===== config.mk =====
export PLATFORM = sky130hd
export DESIGN_NAME = mem_arbiter
export DESIGN_NICKNAME = d
export VERILOG_FILES = /design/src/rtl/mem_arb_pkg.sv /design/src/rtl/mem_wait_ctr.sv /design/src/rtl/mem_arbiter.sv
export SDC_FILE = /design/constraint.sdc
export NUM_CORES = 1
export LEC_CHECK = 0
export ABC_CLOCK_PERIOD_IN_PS = 4800
export CORE_UTILIZATION = 54
export DETAILED_ROUTE_END_ITERATION = 7
export PLACE_DENSITY = 0.92
export SYNTH_ARGS = -nofsm -noshare
export SYNTH_HDL_FRONTEND = slang
export SYNTH_SLANG_ARGS = --single-unit

===== constraint.sdc =====
create_clock -name clk -period 4.8 [get_ports clk]
set_clock_uncertainty 0.2 [all_clocks]
set_input_delay 1.2 -clock clk [delete_from_list [all_inputs] [get_ports clk]]
set_output_delay 1.2 -clock clk [all_outputs]
set_load 0.02 [all_outputs]

===== src/rtl/mem_arb_pkg.sv =====
// Shared types and constants for the two-port main-memory arbiter.
// The state encoding here is the one the arbiter FSM uses.
package mem_arb_pkg;

   typedef enum logic [1:0] {
      IDLE  = 2'd0,
      ISSUE = 2'd1,
      WAIT  = 2'd2,
      DONE  = 2'd3
   } arb_state_e;

   localparam logic REQ_INSTR = 1'b0;
   localparam logic REQ_DATA  = 1'b1;

   localparam int DEF_WAIT_CYCLES = 4;

   // On a tie the requester that was not served last time wins.
   function automatic logic pickWinner(input logic reqInstr,
                                       input logic reqData,
                                       input logic lastGrant);
      logic winner;
      if (reqInstr && reqData) begin
         winner = (lastGrant == REQ_DATA) ? REQ_INSTR : REQ_DATA;
      end else if (reqData) begin
         winner = REQ_DATA;
      end else begin
         winner = REQ_INSTR;
      end
      return winner;
   endfunction

   function automatic logic [1:0] idxToGnt(input logic idx);
      return (idx == REQ_DATA) ? 2'b10 : 2'b01;
   endfunction

endpackage


===== src/rtl/mem_wait_ctr.sv =====
// Down-counter that times the fixed memory latency for the arbiter.
// done_o flags the last wait cycle so the FSM can leave WAIT on the next edge.
module mem_wait_ctr #(
   parameter int CTR_W = 8
) (
   input  logic             clk,
   input  logic             reset,
   input  logic             load_i,
   input  logic [CTR_W-1:0] loadVal_i,
   input  logic             enable_i,
   output logic             done_o
);

   logic [CTR_W-1:0] cnt_q;
   logic [CTR_W-1:0] cnt_d;

   always_comb begin
      cnt_d = cnt_q;
      if (load_i) begin
         cnt_d = loadVal_i;
      end else if (enable_i && (cnt_q != '0)) begin
         cnt_d = cnt_q - CTR_W'(1);
      end
   end

   always_ff @(posedge clk) begin
      if (reset) begin
         cnt_q <= '0;
      end else begin
         cnt_q <= cnt_d;
      end
   end

   assign done_o = enable_i && (cnt_q == CTR_W'(1));

endmodule


===== src/rtl/mem_arbiter.sv =====
// Round-robin arbiter/sequencer sharing the main-memory port between the
// instruction and data cache controllers; one access in flight at a time.
module mem_arbiter #(
   parameter int WAIT_CYCLES = mem_arb_pkg::DEF_WAIT_CYCLES,
   parameter int CTR_W       = 8
) (
   input  logic       clk,
   input  logic       reset,
   input  logic       req0,
   input  logic       rw0,
   input  logic       req1,
   input  logic       rw1,
   output logic       rdy0,
   output logic       rdy1,
   output logic [1:0] gnt,
   output logic       mem_strobe,
   output logic       mem_rw,
   output logic       busy
);
   import mem_arb_pkg::*;

   if (WAIT_CYCLES < 1 || WAIT_CYCLES > 255) begin : gBadWaitCycles
      $error("mem_arbiter: WAIT_CYCLES must be in 1..255");
   end
   if (WAIT_CYCLES >= (1 << CTR_W)) begin : gCtrTooNarrow
      $error("mem_arbiter: CTR_W too narrow to hold WAIT_CYCLES");
   end

   localparam logic [1:0] S_IDLE  = IDLE;
   localparam logic [1:0] S_ISSUE = ISSUE;
   localparam logic [1:0] S_WAIT  = WAIT;
   localparam logic [1:0] S_DONE  = DONE;

   logic [1:0] state_q, state_d;
   logic [1:0] gnt_q, gnt_d;
   logic       memRw_q, memRw_d;
   logic       lastGrant_q, lastGrant_d;

   logic       winnerIdx;
   logic       ctrLoad;
   logic       ctrEnable;
   logic       ctrDone;

   assign winnerIdx = pickWinner(req0, req1, lastGrant_q);
   assign ctrLoad   = (state_q == S_ISSUE);
   assign ctrEnable = (state_q == S_WAIT);

   mem_wait_ctr #(
      .CTR_W (CTR_W)
   ) uWaitCtr (
      .clk       (clk),
      .reset     (reset),
      .load_i    (ctrLoad),
      .loadVal_i (CTR_W'(WAIT_CYCLES)),
      .enable_i  (ctrEnable),
      .done_o    (ctrDone)
   );

   // Requests are only looked at in IDLE; once granted, the access runs to
   // completion regardless of what the requester does with req/rw.
   always_comb begin
      state_d     = state_q;
      gnt_d       = gnt_q;
      memRw_d     = memRw_q;
      lastGrant_d = lastGrant_q;
      case (state_q)
         S_IDLE: begin
            gnt_d = 2'b00;
            if (req0 || req1) begin
               gnt_d   = idxToGnt(winnerIdx);
               memRw_d = (winnerIdx == REQ_DATA) ? rw1 : rw0;
               state_d = S_ISSUE;
            end
         end
         S_ISSUE: begin
            state_d = S_WAIT;
         end
         S_WAIT: begin
            if (ctrDone) begin
               state_d = S_DONE;
            end
         end
         S_DONE: begin
            lastGrant_d = gnt_q[REQ_DATA];
            gnt_d       = 2'b00;
            state_d     = S_IDLE;
         end
         default: begin
            gnt_d   = 2'b00;
            state_d = S_IDLE;
         end
      endcase
   end

   always_ff @(posedge clk) begin
      if (reset) begin
         state_q     <= S_IDLE;
         gnt_q       <= 2'b00;
         memRw_q     <= 1'b0;
         lastGrant_q <= REQ_DATA;
      end else begin
         state_q     <= state_d;
         gnt_q       <= gnt_d;
         memRw_q     <= memRw_d;
         lastGrant_q <= lastGrant_d;
      end
   end

   assign gnt        = gnt_q;
   assign mem_rw     = memRw_q;
   assign mem_strobe = (state_q == S_ISSUE);
   assign busy       = (state_q != S_IDLE);
   assign rdy0       = (state_q == S_DONE) && gnt_q[REQ_INSTR];
   assign rdy1       = (state_q == S_DONE) && gnt_q[REQ_DATA];

endmodule

==> metrics.md <==
| Metric | Value |
|---|---|
| Crit Path Max Fanout | 4 |
| R2r endpoint | uWaitCtr.cnt_q[7] |
| Num ports | 13 |
| Core area | 1300 um2 |
| Detailed Routing Iterations Pass 1 | 4 |
| Initial core utilization | about three fifths |
| Syn Std Cell Area | around 760 um2 |
| Crit path DAT | 1.65 ns |
| Final nets | 113 |
| Remaining Overflow, GRT | 0 |
| Synth warn | 0 |
| First-pass GRT wire length | 2240 um |
| Synthesized instance count | 84 |
| Routed wire length | 1470 um |
| Clk sinks | 14 |
| Final worst slack | around 1.7 ns |
| DR DRC count | 0 |
| Static Leak | 0.347 nW |
| Die area | 1570 um2 |
| CP Launch Type | flop |
| Maxcap violations | 0 |
| Hold WS | 0.291 ns |
| Post-synth cell types | 28 |
| Post-detail-place hpwl | about 1100 um |
| Sequential area share after synthesis | 36.8% |
| Unrepaired setup endpoints after global routing | false |
| CTS max path bufs | 2 |
| Worst rel slew slack | around 63% |
| Hold_sp | lastGrant_q |
| Share of layout cells above drive strength 1 | about 7.2% |
| ANT cells | 0 |
| RR Startpoint | state_q[0] |
| Number of global-route vias before repair | 558 |
| Gr usage total | 22.0% |
| Commonest non-fill, non-tap cells in the layout | dfxtp_1, nor2_1, clkdlybuf4s50_1 |
| Fmax | 0.328 GHz |
| CP peak stage delay | 0.60 ns |
| Most common cell after layout, fill and taps aside | dfxtp_1 |
| Routed Antenna Nets | 0 |
| Port bufs | 12 |
| FF-to-FF setup slack | 2.73 ns |
| H-Tree Level Count | 1 |
| Seq cells post-synth | 14 |
| Setup TNS | 0 ns |
| Die X | 39.6 um |
| R2r worst-path depth | 5 |
| Syn nets | just under 100 |
| Max VDD drop | 0.266 mV |
| Num CTS Buffers | 3 |
| Crit. End Element | primary output |
| Synth area leaders | dfxtp_1, ha_1, nor2_1 |
| Worst hold stages | 1 |
| Final Cycle Share | 63.6% |
| Worst path slowest cell | clkdlybuf4s50_1 |
| Worst-skew pair later-pin latency | between 0.2 and 0.3 ns |
| Worst hold path class | reg2reg |
| Rows | 13 |
| Area leader, netlist | dfxtp_1 |
| Worst-path clk slew | 0.08 ns |
| Yosys top cell area share | about 37% |
| Data required time of the worst path | 3.40 ns |
| CTS Hold Bufs | 0 |
| Setup CP Type | reg2out |
| P&R area growth vs syn | 20.2% |
| Actual slew at the worst max-slew pin | between 0.5 and 0.6 ns |
| Root Buffer | clkbuf_4 |
| Vias/cell | 5.64 |
| PwrDens | 520 nW/um2 |
| Final setup vio count | 0 |
| Status | complete, no violations |
| Pre-CTS setup slack | between 1.5 and 2 ns |
| Pin count of the biggest net entering global routing | 11 |
| Final Hold Violating Endpoints | 0 |
| Setup Buffers After CTS | 0 |
| Via count | 632 |
| Avg Cell Area, Syn | 9.07 um2 |
| Final min period | slightly above 3 ns |
| Min-Delay Endpoint | lastGrant_q |
| Routed WL per cell | 13.1 um |
| Antenna violations before repair | 0 |
| Worst path cell trace | ha_1 -> and2_1 -> clkdlybuf4s50_1 |
| CTS tree | done |
| Slew Viols, Final | 0 |
| Resize count post-CTS | 0 |
| Starting DRT DRC Count | 7 |
| Die Y | 39.6 um |
| Routability cong. | 0.699 |
[worst max-delay path: cells and delay by family (launching register included)]
kind / cells / cell delay [ns]
buffers and inverters: 1 / 0.60
adder cells (fa/ha/maj): 1 / 0.23
flip-flops: 1 / 0.38
AND/OR/NAND/NOR: 1 / 0.17
[logic make-up after synthesis]
logic type | Yosys count | share of synthesized area (%)
AO/OA/AOI/OAI | 19 | 17.7
XOR/XNOR | 3 | 3.45
adder cells (fa/ha/maj) | 8 | 13.1
buffers and inverters | 8 | 3.94
flip-flops | 14 | 36.8
multiplexers | 2 | 2.63
AND/OR/NAND/NOR | 30 | 22.3
[worst max-delay path by stage]
stage	start	cells after the start	endpoint	slack, ns
after floorplan	reset	5	uWaitCtr.cnt_q[4]	2.23
after global placement	reset	4	uWaitCtr.cnt_q[4]	1.84
after detailed placement	reset	4	uWaitCtr.cnt_q[4]	1.83
after CTS	state_q[1]	3	rdy1	1.73
after global routing	state_q[0]	4	busy	1.64
final	state_q[1]	3	rdy1	1.75
[per-layer routing]
layer / wire length (um) / global-route usage (%)
met2: 759 / 38.9
met3: 40 / 5.11
met5: 0 / 0
met4: 12 / 12.9
met1: 654 / 23.1
[synth_stat cells]
cell,number
nor3_1,2
mux2i_1,2
nand3_1,1
ha_1,8
nand2_1,2
a211o_1,2
a22oi_1,1
or4b_1,1
and2_1,2
or2_2,2
o41ai_1,1
xnor2_1,3
or4_1,2
a211oi_1,4
inv_1,6
nand2b_1,3
or4b_4,1
o211ai_1,1
nor3b_1,1
a32oi_1,1
nor2_1,12
a21o_1,1
clkbuf_1,2
o31ai_1,1
nor4_2,1
a21boi_0,2
a21oi_1,5
dfxtp_1,14
[flip-flops by register name, summed over array words and instances (netlist names)]
register / cells
uWaitCtr.cnt_q: 8
gnt: 2
lastGrant_q: 1
state_q: 2
mem_rw: 1
[stage by stage]
| step | std cells | area [um2] | utilization, % | total power [mW] |
|---|---|---|---|---|
| after floorplan | 84 | 762 | - | 0.338 |
| after global placement | 109 | 893 | 68.7 | 0.402 |
| after detailed placement | 109 | 893 | 68.7 | 0.412 |
| after CTS | 112 | 916 | 70.4 | 0.477 |
| after global routing | 112 | 916 | 70.4 | 0.511 |
| final | 112 | 916 | 70.4 | 0.476 |
[layout make-up]
type	count	area [um2]
fillers	109	385
repair buffers	12	120
clock buffers	3	22.5
flip-flops and latches	14	280
multi-input cells	62	452
well taps	15	18.8
inverters	6	22.5
[report_power, final]
group | internal, mW | leakage [nW] | switching, mW
Clock | 0.0290 | 0.0138 | 0.0349
Sequential | 0.144 | 0.114 | 0.0264
Combinational | 0.109 | 0.219 | 0.133
Total | 0.282 | 0.347 | 0.194
(Power assumes the default switching activity.)
